### config.mk
export PLATFORM = sky130hd
export DESIGN_NAME = instruction_fetch
export DESIGN_NICKNAME = d
export VERILOG_FILES = /design/src/rtl/fetch_pkg.sv /design/src/rtl/fetch_queue.sv /design/src/rtl/instruction_fetch.sv
export SDC_FILE = /design/constraint.sdc
export NUM_CORES = 1
export LEC_CHECK = 0
export ABC_CLOCK_PERIOD_IN_PS = 9700
export CORE_MARGIN = 8
export CORE_UTILIZATION = 48
export CTS_BUF_LIST = sky130_fd_sc_hd__clkbuf_4 sky130_fd_sc_hd__clkbuf_8 sky130_fd_sc_hd__clkbuf_16
export DETAILED_ROUTE_END_ITERATION = 7
export PLACE_DENSITY = 0.85
export SLEW_MARGIN = 20
export SYNTH_ARGS = -nofsm -noshare
export SYNTH_HDL_FRONTEND = slang
export SYNTH_HIERARCHICAL = 1
export SYNTH_SLANG_ARGS = --single-unit
### constraint.sdc
create_clock -name clk -period 9.7 [get_ports clk]
set_input_delay 1.94 -clock clk [delete_from_list [all_inputs] [get_ports clk]]
set_output_delay 1.94 -clock clk [all_outputs]
set_load 0.01 [all_outputs]
### src/rtl/fetch_pkg.sv
// ============================================================================
// Module      : fetch_pkg
// Description : Shared types and constants for the instruction fetch front end.
// Revision    : 1.0  initial release
// ============================================================================
`default_nettype none

package fetch_pkg;

    typedef enum logic [0:0] {
        FETCH = 1'b0,
        FAULT = 1'b1
    } fetch_state_t;

    typedef struct packed {
        logic [63:0] pc;
        logic [31:0] instr;
    } fetch_entry_t;

    localparam logic [63:0] INSTR_BYTES = 64'd4;
    localparam logic [63:0] ALIGN_MASK  = 64'h3;

endpackage

`default_nettype wire

### src/rtl/fetch_queue.sv
// ============================================================================
// Module      : fetch_queue
// Description : In-order FIFO of fetch entries with flush; push and pop may
//               coincide at full. Head reads as zero when empty.
// Revision    : 1.0  initial release
// ============================================================================
`default_nettype none

module fetch_queue
    import fetch_pkg::*;
#(
    parameter int DEPTH = 2
) (
    input  logic                     clk,
    input  logic                     reset,
    input  logic                     i_push,
    input  logic                     i_pop,
    input  logic                     i_flush,
    input  fetch_entry_t             i_data,
    output logic [$clog2(DEPTH):0]   o_count,
    output fetch_entry_t             o_head
);

    localparam int PW = $clog2(DEPTH);
    localparam int CW = PW + 1;
    localparam logic [CW-1:0] c_full_count = CW'(DEPTH);

    fetch_entry_t    r_mem [DEPTH];
    logic [PW-1:0]   r_wr_ptr;
    logic [PW-1:0]   r_rd_ptr;
    logic [CW-1:0]   r_count;

    logic            w_pop;
    logic            w_push;

    assign w_pop  = i_pop & ~i_flush & (r_count != '0);
    assign w_push = i_push & ~i_flush & ((r_count != c_full_count) | w_pop);

    // Pointers wrap naturally because DEPTH is a power of two.
    always_ff @(posedge clk or posedge reset) begin
        if (reset) begin
            r_wr_ptr <= '0;
            r_rd_ptr <= '0;
            r_count  <= '0;
        end else if (i_flush) begin
            r_wr_ptr <= '0;
            r_rd_ptr <= '0;
            r_count  <= '0;
        end else begin
            if (w_push) begin
                r_wr_ptr <= r_wr_ptr + 1'b1;
            end
            if (w_pop) begin
                r_rd_ptr <= r_rd_ptr + 1'b1;
            end
            case ({w_push, w_pop})
                2'b10:   r_count <= r_count + 1'b1;
                2'b01:   r_count <= r_count - 1'b1;
                default: r_count <= r_count;
            endcase
        end
    end

    always_ff @(posedge clk) begin
        if (w_push) begin
            r_mem[r_wr_ptr] <= i_data;
        end
    end

    assign o_count = r_count;
    assign o_head  = (r_count != '0) ? r_mem[r_rd_ptr] : '0;

endmodule

`default_nettype wire

### src/rtl/instruction_fetch.sv
// ============================================================================
// Module      : instruction_fetch
// Description : Fetch front end: drives imem, queues {pc, instr} toward decode,
//               handles redirects. Optional macro IFETCH_ALIGN_CHECK_EN makes
//               misaligned redirects trap into a FAULT state.
// Revision    : 1.0  initial release
// ============================================================================
`default_nettype none

module instruction_fetch
    import fetch_pkg::*;
#(
    parameter logic [63:0] RESET_PC    = 64'h0,
    parameter int          QUEUE_DEPTH = 2
) (
    input  logic        clk,
    input  logic        reset,
    output logic [63:0] imem_adr,
    input  logic [31:0] imem_instr,
    input  logic        redirect_valid,
    input  logic [63:0] redirect_pc,
    output logic        out_valid,
    input  logic        out_ready,
    output logic [31:0] out_instr,
    output logic [63:0] out_pc,
    output logic        fault,
    output logic [63:0] fault_pc
);

    localparam int CW = $clog2(QUEUE_DEPTH) + 1;
    localparam logic [CW-1:0] c_full_count = CW'(QUEUE_DEPTH);

    logic [63:0]   r_fetch_pc;
    logic [CW-1:0] w_count;
    fetch_entry_t  w_head;
    fetch_entry_t  w_entry;
    fetch_state_t  w_state;
    logic          w_pop;
    logic          w_push;

    assign w_pop   = out_valid & out_ready;
    assign w_push  = (w_state == FETCH) & ~redirect_valid
                   & ((w_count != c_full_count) | w_pop);
    assign w_entry = '{pc: r_fetch_pc, instr: imem_instr};

`ifdef IFETCH_ALIGN_CHECK_EN
    fetch_state_t r_state;
    logic         r_fault;
    logic [63:0]  r_fault_pc;
    logic         w_misaligned;

    assign w_misaligned = |(redirect_pc & ALIGN_MASK);

    // A misaligned redirect still flushes the queue but leaves the PC frozen.
    always_ff @(posedge clk or posedge reset) begin
        if (reset) begin
            r_state    <= FETCH;
            r_fetch_pc <= RESET_PC;
            r_fault    <= 1'b0;
            r_fault_pc <= '0;
        end else if (redirect_valid) begin
            if (w_misaligned) begin
                r_state    <= FAULT;
                r_fault    <= 1'b1;
                r_fault_pc <= redirect_pc;
            end else begin
                r_state    <= FETCH;
                r_fault    <= 1'b0;
                r_fetch_pc <= redirect_pc;
            end
        end else if (w_push) begin
            r_fetch_pc <= r_fetch_pc + INSTR_BYTES;
        end
    end

    assign w_state  = r_state;
    assign fault    = r_fault;
    assign fault_pc = r_fault_pc;
`else
    always_ff @(posedge clk or posedge reset) begin
        if (reset) begin
            r_fetch_pc <= RESET_PC;
        end else if (redirect_valid) begin
            r_fetch_pc <= redirect_pc & ~ALIGN_MASK;
        end else if (w_push) begin
            r_fetch_pc <= r_fetch_pc + INSTR_BYTES;
        end
    end

    assign w_state  = FETCH;
    assign fault    = 1'b0;
    assign fault_pc = '0;
`endif

    fetch_queue #(
        .DEPTH (QUEUE_DEPTH)
    ) u_queue (
        .clk     (clk),
        .reset   (reset),
        .i_push  (w_push),
        .i_pop   (w_pop),
        .i_flush (redirect_valid),
        .i_data  (w_entry),
        .o_count (w_count),
        .o_head  (w_head)
    );

    assign imem_adr  = r_fetch_pc;
    assign out_valid = (w_count != '0);
    assign out_instr = w_head.instr;
    assign out_pc    = w_head.pc;

endmodule

`default_nettype wire

======== After elaboration in Yosys (flattened, before gate mapping) ========
Memory sizes are Yosys's and may differ from the RTL's.
Index checks and enable logic that the tools add are counted.
cells by class
  multiplexer cells ....................... 11
  add/sub/neg operators ................... 5
  eq/ne operators ......................... 3
  bitwise gates (word level) .............. 9
  reductions and logical operators ........ 5
operators by type and width
  operator               count
  $mux 64                2
  $mux 96                1
  $add 64x3->64 const B  1
  $reduce_bool 2->1      4
  $and 1x1->1            6
  $mux 1                 6
  $pmux 2 s2             1
  $reduce_bool 3->1      1
  $add 1x1->1 const B    2
  $add 2x1->2 const B    1
  $eq 2x1->1 const B     1
  $eq 2x2->1 const B     1
  $mux 2                 1
  $ne 2x2->1 const B     1
  $or 1x1->1             2
  $sub 2x1->2 const B    1
  $not 1->1              1
word-level totals
  register bits ........................... 68
  word-level logic and storage cells ...... 38
  memories kept ........................... 1
  bits in writable memories ............... 192
memories
  name           words  bits a word  rd ports  clocked after Yosys merged registers in  write ports  RTL line           RTL
  u_queue.r_mem  2      96           1         0                                        1            fetch_queue.sv:28  fetch_entry_t r_mem [DEPTH];

======== Longest topological paths before layout ========
Gate-level depths: netlist of the first run.
  depth in word-level cells ............... 9
  mapped depth ............................ 8

======== Cells and area by module ========
Netlist of the first run, hierarchy kept.
modules (own cells, without submodules)
  module             cells an instance  instances  area an instance (um^2)
  fetch_queue        435                1          7469.7
  instruction_fetch  472                1          4085.2

======== Least setup slack after synthesis of the first run ========
No wires, ideal clock.
  path type ............................... input-to-reg
  from .................................... input redirect_valid
  to ...................................... memory u_queue/r_mem[0][0] (netlist bit), enable pin
  setup slack ............................. -0.290 ns
  data arrival time ....................... 9.323 ns
  required time ........................... 9.032 ns
  library setup time ...................... 0.668 ns
  stages on the path ...................... 7
  cells stage by stage .................... clkbuf_1 > clkbuf_1 > clkbuf_1 > nor2_1 > buf_2 > nand2_1 > nor3_1
RTL lines
  what                          RTL line                 RTL
  from (decl)                   instruction_fetch.sv:20  input logic redirect_valid,
  $not 1->1                     instruction_fetch.sv:42  assign w_push = (w_state == FETCH) & ~redirect_valid
  $and 1x1->1                   instruction_fetch.sv:43  & ((w_count != c_full_count) | w_pop);
  net w_push                    instruction_fetch.sv:39  logic w_push;
  $and 1x1->1 (2 in a row)      fetch_queue.sv:37        assign w_push = i_push & ~i_flush & ((r_count != c_full_count) | w_pop);
  $mux 1                        fetch_queue.sv:65        if (w_push) begin
  $mux 1 (not written as such)  fetch_queue.sv:66        r_mem[r_wr_ptr] <= i_data;
  to (decl)                     fetch_queue.sv:28
The timed path passes the listed nets, and every way through them passes these cells.

======== Final worst setup path of the first run ========
  from .................................... register u_queue.r_rd_ptr
  to ...................................... output out_pc[8]
between the ends
  word-level cells in the longest chain between the ends .. 2
RTL lines
  what                    RTL line                 RTL
  from (decl)             fetch_queue.sv:30        logic [PW-1:0] r_rd_ptr;
  from (signal assigned)  fetch_queue.sv:54        r_rd_ptr <= r_rd_ptr + 1'b1;
  $mem_v2 2x96            n/a
  $mux 96                 fetch_queue.sv:71        assign o_head = (r_count != '0) ? r_mem[r_rd_ptr] : '0;
  to (decl)               instruction_fetch.sv:25  output logic [63:0] out_pc,
No other way between the ends.

==> reports/results.tsv, run 1 <==
stage	metric	value	unit
power	p_leak	5.31	nW
detailed_routing	met3_length	2720	µm
critical_path	crit_arrival	3370	ps
final_layout	stdcell_count	1502	
status	status	finished, final reports clean	
grt	grt_pass1_wl	44900	µm
grt	grt.overflow.total	0	
power	irDropWorstVdd	0.168	mV
sta	slew-limit-headroom	35.9	%
synth	synthCells	907	
synth	synth.most_common_cell	edfxtp_1	
sta	whs	552	ps
clock_network	root_buffer	clkbuf_16	
sta	grt_setup_unrepaired	no	
sta	hold_viol	0	
critical_path	critPathMaxFanout	50	
synth	synth_area_leader_cell	edfxtp_1	
sta	final_max_slew_viol_count	0	
clock_network	post_cts_resize_count	0	
synth	yosysUniqueCellTypes	44	
critical_path	crit_buf_inv	2	
critical_path	start_kind	flip-flop	
placement	portBuffers	256	
final_layout	nets	1263	
synth	netlist_area	11600	µm²
synth	synth_area_leaders	edfxtp_1 (50%), dfrtp_1 (14%), mux2i_1 (8.5%), buf_4 (4.4%), nor2_1 (4.0%)	
sta	fin_setup_tns	0	ps
grt	grt_use_total	19.5	%
detailed_routing	vias	7698	
clock_network	htree_levels	1	
job	max_cap_viol_count	0	
synth	synth-seq-cells	258	
detailed_routing	wl	29700	µm
critical_path	cp_slowest_cell	dfrtp_4	
detailed_routing	via_per_inst	5.13	
clock_network	postCtsHoldBufs	0	
synth	syn_area_per_cell	12.7	µm²
sta	setup_ws	4390	ps
worst_hold_path	hold_path.class	flip-flop to flip-flop	
synth	ys_async_sr_fraction	25.6	%
power	power.density	183	nW/µm²
clock_network	cts_buffers	27	
grt	grt_antenna_before_repair	0	
final_layout	fin_util	63.8	%
clock_network	cts_sinks	258	
detailed_routing	wl_met2	14800	µm
detailed_routing	antenna_left	0	
final_layout	multi_input_area	3670	µm²
critical_path	cp_top_family	buffers and inverters	
final_layout	area_growth	30.1	%
placement	hpwl	20000	µm
synth	yosys_warnings	6	
clock_network	clk_pin_slew	60	ps
sta	period_needed	5310	ps
critical_path	cp-end-kind	output pin	
floorplan	die_h	171	µm
critical_path	critPathKind	flip-flop to output pin	
detailed_routing	wl_per_cell	19.8	µm
floorplan	io_pins	326	
critical_path	cp.required	7760	ps
detailed_routing	route.detailed.drc	0	
synth	synth-edff-count	192	
detailed_routing	top_layer	met4	
detailed_routing	first_pass_iters	7	
final_layout	regArea	7420	µm²
grt	grt_pass1_vias	7846	
final_layout	antennaDiodeCount	0	
clock_network	clk_latency	530	ps
floorplan	start_util	49.1	%
grt	grt_max_degree	93	
final_layout	drive_above_1_share	7.44	%
floorplan	die_width	171	µm
floorplan	dieArea	29300	µm²
sta	period_share	54.8	%
final_layout	fill_cells	1766	
floorplan	rows	56	
clock_network	post-cts-setup-buffers	0	
critical_path	path_cells	buf_4, mux2i_1, nor2_1, clkdlybuf4s50_1	
detailed_routing	met1_length	11700	µm
placement	detailedPlace.worstSlack	4770	ps
sta	final-setup-viol-count	0	
placement	placed_cells	1452	
placement	gp_congestion	0.820	
detailed_routing	first_iter_violations	435	
synth	yosys-top-cells-count	edfxtp_1 (192), nor2_1 (122), mux2i_1 (98)	
sta	worst_pin_slew	961	ps
clock_network	cts_tree	yes	
clock_network	clock_path_buffers	3	
sta	fmax	188	MHz
floorplan	core	23500	µm²
critical_path	max_stage_delay	1030	ps
synth	synth_top_flop_cell	edfxtp_1	
synth	seq_area_frac_synth	64.2	%
synth	synth_top_area_share	49.9	%
sta	fin_skew	10.7	ps
-- stage by stage --
stage	power [mW]	cell area [µm²]
global placement	1.76	14100
CTS	2.78	15000
floorplan	1.55	11800
detailed placement	1.77	14100
finish	2.76	15000
global route	2.87	15000
-- routing by layer --
metal | GRT usage [%] | up-vias
li1 | - | 3577
met1 | 24.2 | 3756
met2 | 33.9 | 329
met3 | 4.89 | 36
met4 | 4.46 | 0
met5 | 0 | -
-- cell families (layout without fill, tap and decap cells) --
| family | Yosys count | count (layout) | share of synthesized area (%) |
|---|---|---|---|
| other cells | 1 | 71 | 0.0325 |
| simple gates | 301 | 301 | 12.4 |
| xor+xnor | 62 | 62 | 4.70 |
| mux | 107 | 107 | 9.37 |
| flops | 258 | 258 | 64.2 |
| fa+ha+maj | 1 | 1 | 0.108 |
| buf+inv | 118 | 324 | 6.52 |
| compound gates | 59 | 59 | 2.67 |
-- cell usage in the layout (no fill, tap or decap), drive strengths merged --
| cell | count |
|---|---|
| clkinv | 6 |
| a311o | 1 |
| nand3b | 1 |
| ha | 1 |
| or3b | 1 |
| clkdlybuf4s50 | 255 |
| mux2i | 98 |
| and2 | 5 |
| nor3b | 1 |
| o21ai | 52 |
| buf | 8 |
| nor4b | 1 |
| and3 | 10 |
| and4 | 2 |
| and4b | 1 |
| nor3 | 19 |
| xnor2 | 39 |
| a21oi | 4 |
| or2 | 1 |
| conb | 71 |
| mux2 | 9 |
| nand2 | 78 |
| nor2 | 124 |
| xor2 | 23 |
| bufinv | 1 |
| clkbuf | 39 |
| nand3 | 24 |
| o21a | 1 |
| nor2b | 4 |
| a21o | 1 |
| nand4 | 18 |
| edfxtp | 192 |
| clkinvlp | 3 |
| nand2b | 1 |
| dfrtp | 66 |
| inv | 12 |
| nor4 | 10 |
-- final cells by class --
cell class	count	share of cell area, %
clock buffer	39	5.26
clock inverter	11	0.633
inverter	11	0.275
multi-input combinational	601	24.4
sequential	258	49.4
tap	319	2.66
timing repair buffer	263	17.4
-- path summary, 6_finish.rpt --
path | start | slack [ps] | end | depth (start not counted)
max in group asynchronous | reset | 7060 | imem_adr[8] | 3
worst min-delay path | imem_adr[42] | 550 | u_queue/r_mem[1][74] | 0
worst min register to register | imem_adr[42] | 550 | u_queue/r_mem[1][74] | 0
worst max register to register | u_queue/o_count[1] | 6530 | u_queue/r_mem[1][57] | 4
worst max-delay path | u_queue/r_rd_ptr | 4390 | out_pc[8] | 4
min in group asynchronous | reset | 1660 | u_queue/r_wr_ptr | 2
-- sequential cells by signal, indices dropped and copies added, names as in the netlist --
name,cells
u_queue/r_mem,192
u_queue/r_wr_ptr,1
imem_adr,62
u_queue/o_count,2
u_queue/r_rd_ptr,1
-- worst register-to-register path: cells and delay by family, from the launching register on --
kind / cells / cell delay (ps)
simple gates: 3 / 1420
flops: 1 / 480
buf+inv: 1 / 830
-- power by group --
group | internal [mW] | switching, mW | total [mW] | leakage (nW)
clock | 0.595 | 0.412 | 1.01 | 0.441
combinational | 0.213 | 0.205 | 0.418 | 2.30
sequential | 1.26 | 0.0673 | 1.33 | 2.57
total | 2.07 | 0.684 | 2.76 | 5.31
Power figures use the tool's default switching activity.
==> inputs of run 2 (changes only) <==
- ABC_CLOCK_PERIOD_IN_PS: 9700 -> 4500
- CORE_UTILIZATION: 48 -> 44
- PLACE_DENSITY: 0.85 -> 0.82
- clock period: 9.7 -> 4.5 ns (I/O delays scaled with it)
==> run 2 against run 1 <==
  * Non-clock buffer count increased by 5
  * Global-route usage is 1.3 points lower
  * Sequential share of layout area decreased by 0.57 points
  * Highest routed layer unchanged
==> reports/results.tsv, run 2 (synthesized netlist as in run 1, its figures left out) <==
stage	metric	value	unit	change
sta	period_share	78.0	%	
clock_network	cts_buffers	28		was 27
clock_network	clock_path_buffers	3		unchanged
final_layout	mostFrequentLayoutCells	clkdlybuf4s50_1 (255), edfxtp_1 (192), nor2_1 (122)		unchanged
final_layout	nets	1269		was 1263
job	max_cap_viol_count	0		unchanged
clock_network	post-cts-setup-buffers	0		unchanged
final_layout	area_growth	31.6	%	was 30.1%
final_layout	regMostFlops	u_queue/r_mem		unchanged
detailed_routing	via_per_inst	5.07		was 5.13
sta	hold_viol	0		unchanged
sta	fin_setup_tns	0	ps	unchanged
clock_network	cts_tree	yes		unchanged
detailed_routing	wl_per_cell	19.7	µm	was 19.8 µm
critical_path	max_stage_delay	670	ps	was 1030 ps
floorplan	dieArea	31700	µm²	was 29300 µm²
sta	final-setup-viol-count	0		unchanged
critical_path	crit_buf_inv	2		unchanged
status	status	finished, final reports clean		unchanged
final_layout	drive_above_1_share	7.65	%	was 7.44%
detailed_routing	route.detailed.drc	0		unchanged
placement	gp_congestion	0.840		was 0.820
power	p_leak	5.38	nW	was 5.31 nW
sta	fin_skew	17.1	ps	was 10.7 ps
detailed_routing	antenna_left	0		unchanged
critical_path	critPathKind	flip-flop to output pin		unchanged
floorplan	core	25900	µm²	was 23500 µm²
detailed_routing	first_iter_violations	448		was 435
final_layout	layout_commonest_cell	clkdlybuf4s50_1		unchanged
clock_network	htree_levels	1		unchanged
detailed_routing	first_pass_iters	4		was 7
clock_network	clk_pin_slew	60	ps	about the same
clock_network	clk_latency	540	ps	was 530 ps
grt	grt_max_degree	70		was 93
grt	grt_pass1_wl	45400	µm	was 44900 µm
clock_network	root_buffer	clkbuf_16		unchanged
critical_path	path_cells	buf_12, mux2i_1, nor2_1, clkdlybuf4s50_1		was buf_4, mux2i_1, nor2_1, clkdlybuf4s50_1
placement	portBuffers	256		unchanged
detailed_routing	vias	7737		was 7698
floorplan	rows	59		was 56
grt	grt.overflow.total	0		unchanged
sta	slew-limit-headroom	47.7	%	was 35.9%
clock_network	cts_sinks	258		unchanged
power	total_power	6.15	mW	was 2.76 mW
sta	period_needed	3510	ps	
critical_path	start_kind	flip-flop		unchanged
critical_path	crit_arrival	2610	ps	was 3370 ps
critical_path	cp_slowest_cell	dfrtp_4		unchanged
final_layout	largest_reg_flops	192		unchanged
floorplan	io_pins	326		unchanged
sta	grt_setup_unrepaired	no		unchanged
sta	fmax	285	MHz	
floorplan	start_util	44.6	%	was 49.1%
grt	grt_antenna_before_repair	1		was 0
critical_path	cp-end-kind	output pin		unchanged
sta	final_max_slew_viol_count	0		unchanged
floorplan	die_width	178	µm	was 171 µm
clock_network	post_cts_resize_count	0		unchanged
power	power.density	404	nW/µm²	was 183 nW/µm²
grt	grt_pass1_vias	7931		was 7846
placement	hpwl	20600	µm	was 20000 µm
floorplan	die_h	178	µm	was 171 µm
clock_network	postCtsHoldBufs	0		unchanged
grt	grt_use_total	18.2	%	was 19.5%
power	irDropWorstVdd	0.374	mV	was 0.168 mV
detailed_routing	wl	30000	µm	was 29700 µm
worst_hold_path	hold_path.class	flip-flop to flip-flop		unchanged
critical_path	cp_top_family	buffers and inverters		unchanged
sta	worst_pin_slew	781	ps	was 961 ps
critical_path	cp.required	3600	ps	was 7760 ps
critical_path	critPathMaxFanout	60		was 50
-- run 2: changes by cell type in the layout (fill, tap and decap cells not counted) --
cell | previous run | this run
clkbuf_4 | 8 | 5
clkbuf_8 | 4 | 1
clkbuf_16 | 27 | 29
clkinv_1 | 0 | 4
inv_6 | 1 | 0
buf_12 | 0 | 3
bufinv_16 | 1 | 4
diode_2 | 0 | 1
buf_4 | 7 | 10
buf_6 | 1 | 0
-- run 2: report_power, final --
| part | internal, mW | switching [mW] | total [mW] |
|---|---|---|---|
| Clock | 1.45 | 0.925 | 2.38 |
| Combinational | 0.464 | 0.451 | 0.915 |
| Sequential | 2.72 | 0.137 | 2.86 |
| Total | 4.64 | 1.51 | 6.15 |
-- run 2: path summary, 6_finish.rpt --
path                            depth (start not counted)  slack, ps               start                    to
max in group asynchronous                               3       2690               reset          imem_adr[31]
worst max register to register                          7       1760  u_queue/o_count[1]          imem_adr[61]
worst max-delay path                                    4        990    u_queue/r_rd_ptr            out_pc[27]
worst min register to register                          0        530        imem_adr[63]  u_queue/r_mem[0][95]
min in group asynchronous                               2        610               reset      u_queue/r_rd_ptr
worst min-delay path                                    0        530        imem_adr[63]  u_queue/r_mem[0][95]
-- run 2: cell type report --
cell class / instances / area, µm²
multi-input cells: 601 / 3670
flip-flops and latches: 258 / 7420
clock buffers: 35 / 777
well taps: 335 / 419
clock inverters: 17 / 191
inverters: 11 / 41.3
repair buffers: 268 / 2690
fillers: 2101 / 10700
diodes: 1 / 2.50
-- run 2: per-layer routing --
metal	share of wire (%)	global-route usage [%]	wire length [µm]	vias up
met3	8.6	4.53	2590	44
met2	49	30.4	14700	319
li1	-	-	-	3590
met1	40	23.2	12100	3784
met5	0	0	0	-
met4	1.9	4.93	573	0
-- run 2: worst register-to-register path: cells and delay by family (launching register included) --
family	cells	cell delay, ps
muxes	1	270
and+or+nand+nor	4	1590
xor gates and xnor gates	1	110
DFF	1	480
buffers and inverters	1	180
-- run 2: metrics by stage --
stage,util [%],std cells,instance area (µm²),hold slack (ps),setup slack [ps]
after global routing,58.7,1526,15200,562,891
after floorplan,-,977,11800,549,12.5
after detailed placement,54.9,1473,14200,513,869
final,58.7,1526,15200,528,989
after global placement,54.9,1473,14200,513,909
after CTS,58.7,1525,15200,529,988
==> patch 1, RTL diff (config.mk and constraints of run 1) <==
Change the parameter `QUEUE_DEPTH` from 2 to 4.
--- a/src/rtl/instruction_fetch.sv
+++ b/src/rtl/instruction_fetch.sv
@@ -12,5 +12,5 @@
 #(
     parameter logic [63:0] RESET_PC    = 64'h0,
-    parameter int          QUEUE_DEPTH = 2
+    parameter int          QUEUE_DEPTH = 4
 ) (
     input  logic        clk,
Formal check against the unedited RTL: not equivalent (Yosys sat finds a counterexample within 4 cycles, from zero or initial values and one cycle with reset high).
==> patch 1 against run 1 <==
  * Area after synthesis is 67% higher
  * Wire length increased by 61%
  * Combinational power up 57%
  * Sequential share of layout area is 6.5 points higher
  * Worst setup slack got worse by 0.18 ns
  * Worst hold slack improved by 0.043 ns
  * Register-to-register slack worse by 0.62 ns
  * Sequential cell count grew 195
  * Cell area is 58% higher
  * Clock skew grew 0.0080 ns
  * Power up 74%
  * Highest routed layer unchanged
==> patch 1: results (changes against run 1) <==
The met2 capacity usage during global routing was 32.41% (-1.5 points). The number of distinct library cells after synthesis is 55 (+25%), and the detail-routed via count per cell is 5.685 (+11%). The critical path ends at out_pc[57].

For the clock latency on the worst-skew pair, the log shows 0.59 ns (+0.06 ns). The tools report the achievable clock frequency as 182.1 MHz (-3.3%). After synthesis, the cell types taking the most area are edfxtp_1, mux4_2, dfrtp_1, and2_1, buf_4.

The met1 demand-to-capacity share in global routing is 26.08% (+1.8 points), and the path depth of the worst reg2reg path is 7 (+3). Routing usage on met3: 5.265% (+0.38 points). The async set-or-reset flop fraction in the synthesized netlist came out at 15.23% (-10 points). The logs give 1922 (+32%) for the placed instance count and 2 (+1) for the number of H-tree levels. By count the netlist is led by edfxtp_1, and2_1, mux4_2.

The average wire length per cell after detail routing was 23.79 um (+20%); the flop-to-flop setup slack was 5.91 ns (-0.62 ns). The startpoint identified for the worst register-to-register timing path is u_queue/o_count[2]. The endpoint of the lowest-slack register-to-register path was u_queue/r_mem[2][48]. The transition at the pin with the smallest max-transition slack came out at 1.057 ns (+0.09614 ns). The HPWL after detailed placement came out at 30430 um (+52%). In this run the worst setup path begins at u_queue/r_rd_ptr[0]. The final-layout worst hold slack was 0.5954 ns (+0.04323 ns). The flip-flop count of the largest register, all copies and words added is 384 (+100%).

The number of antenna violations at the first check in global routing is 2 (+2). For the final non-filler cell total, the log shows 2010 (+34%). The flow ran to the end, and the final reports show no timing, DRC or antenna violations. The number of stages on the worst hold path is 1 (+1), and the post-placement setup slack is 4.071 ns (-0.6953 ns).
patch 1: changes by cell type after synthesis, moves of 28 or more:
cell / before / now
nor2_1: 122 / 36
mux4_2: 0 / 96
mux2i_1: 98 / 2
xnor2_1: 39 / 11
and2_1: 3 / 104
edfxtp_1: 192 / 384
patch 1: per-layer routing:
metal | share of wire, % | up-vias | routed length [um]
met5 | 0 | - | 0
met4 | 2.9 | 0 | 1396
met3 | 8.4 | 99 | 4036
met2 | 48 | 554 | 22950
met1 | 41 | 5779 | 19430
li1 | - | 4995 | -
patch 1: kinds of logic (layout without fill, tap and decap cells):
logic type / after synthesis / in the layout / share of synthesized area (%)
adders and majority gates: 6 / 6 / 0.4274
muxes: 101 / 101 / 11.49
other: 1 / 76 / 0.01941
buffers and inverters: 132 / 364 / 4.190
and+or+nand+nor: 356 / 356 / 10.59
AOI/OAI and AO/OA: 94 / 94 / 3.076
DFF: 453 / 453 / 68.62
xor gates and xnor gates: 35 / 35 / 1.587
patch 1: layout make-up:
cell class | count | area (um^2)
timing repair buffer | 269 | 2675
sequential | 453 | 13270
antenna | 1 | 2.502
tap | 525 | 656.9
inverter | 9 | 33.78
clock inverter | 29 | 316.6
fill | 2897 | 15980
multi-input combinational | 667 | 5553
clock buffer | 57 | 1252
patch 1: power breakdown:
group          leakage, nW  switching (mW)  total [mW]  internal, mW
Sequential            4.31          0.0935        2.31          2.22
Combinational         2.78           0.319       0.657         0.338
Clock                0.769           0.744        1.83          1.08
Total                 7.86            1.16        4.80          3.64
==> patch 2, RTL diff (config.mk and constraints of run 1) <==
Made on the original files. The option `IFETCH_ALIGN_CHECK_EN` is turned on by a define.
--- a/src/rtl/instruction_fetch.sv
+++ b/src/rtl/instruction_fetch.sv
@@ -7,4 +7,6 @@
 // ============================================================================
 `default_nettype none
+
+`define IFETCH_ALIGN_CHECK_EN
 
 module instruction_fetch
Check against the original RTL: not equivalent (a bounded check fails within 4 cycles, from zero or initial values and one cycle with reset high).
==> patch 2 against run 1 <==
  * Power rose by 36%
  * Sequential cell count rose by 67
  * Maximum frequency rose by 1.6%
  * Cell area rose by 27%
  * Worst setup slack improved by 0.085 ns
  * Area after synthesis rose by 25%
  * Wire length rose by 43%
  * Worst hold slack got worse by 0.075 ns
  * Sequential share of layout area fell by 1.9 points
  * Highest routed layer unchanged
==> patch 2: results (changes against run 1) <==
The hold-critical path endpoint is fault_pc[0]. The async set-or-reset flop fraction in the synthesized netlist was 40.92% (+15 points); the post-place instance area was 17970 um^2 (+27%). In this run the most critical hold path is launched from fault_pc[0].

The detail-routed via count per cell came out at 5.889 (+15%). Number of stages on the worst hold path: 2 (+2). The total wire length after detailed routing was 42290 um (+43%); the number of port buffers was 325 (+27%). The number of nets in the layout came out at 1548 (+23%).

The largest net degree at the start of global routing is 105 (+13%). The number of distinct library cells after synthesis was 74 (+68%); the net switching fraction of the power was 26.56% (+1.7 points). The post-placement setup slack was 4.624 ns (-0.1422 ns); the final estimated routing congestion in global placement was 0.9056 (+10%). Clock buffer count from CTS: 35 (+30%).

The final non-filler cell total was 1862 (+24%). The run gives 1142 (+26%) as the synthesized instance count. The tools report the met2 capacity usage during global routing as 36.46% (+2.6 points). The sum of met2 wire segment lengths after detailed routing was 19980 um (+35%). The commonest cells after synthesis are edfxtp_1, nor2_1, dfrtp_1. The placed instance count is 1800 (+24%).

Number of H-tree levels: 2 (+1). The met3 routed wirelength is 3795 um (+40%), and the path depth of the worst reg2reg path is 5 (+1). The logs give 0.0001246 V (-26%) for the worst IR drop on VDD and 0.01848 ns (+0.007775 ns) for the final setup skew. The final-layout worst hold slack is 0.4769 ns (-0.07529 ns).

The sequential share of power was 47.0% (-1.3 points); the sequential element share of the synthesized area was 63.13% (-1.1 points). The transition at the pin with the smallest max-transition slack was 1.053 ns (+0.09225 ns). The worst register-to-register path ends at u_queue/r_mem[1][54]. The iteration count of the initial detailed-routing pass is 5 (-2), and the violation count after the first detailed-routing iteration is 805 (+85%). The HPWL after detailed placement is 29640 um (+49%). The final-layout fill cell count was 2193 (+24%). The flow ran to the end, and the final reports show no timing, DRC or antenna violations. The standby leakage power is 6.709 nW (+26%), and the via count of the first global-routing pass is 10850 (+38%). The run gives 5.427% (+0.54 points) as the routing usage on met3.

The clock latency on the worst-skew pair is 0.51 ns (-0.02 ns).
patch 2: cell count changes in the layout (fill, tap and decap cells not counted), moves of 39 or more:
cell	delta
a21oi_1	+43
clkdlybuf4s50_1	+69
conb_1	-71
dfrtp_1	+67
mux2_2	+52
xnor2_1	-39
patch 2: layout make-up:
cell class / instances / area, um^2 / area share (%)
sequential: 325 / 9097 / 47.48
multi-input combinational: 734 / 4989 / 26.04
timing repair buffer: 338 / 3348 / 17.48
clock buffer: 50 / 1055 / 5.505
tap: 390 / 488.0 / 2.547
clock inverter: 12 / 131.4 / 0.6857
inverter: 13 / 51.30 / 0.2677
patch 2: cells by family after synthesis:
group | Yosys count | share of synthesized area, %
simple gates | 391 | 14.11
flops | 325 | 63.13
compound gates | 174 | 7.896
mux | 166 | 12.06
buf+inv | 83 | 2.588
xor+xnor | 2 | 0.1216
fa+ha+maj | 1 | 0.08684
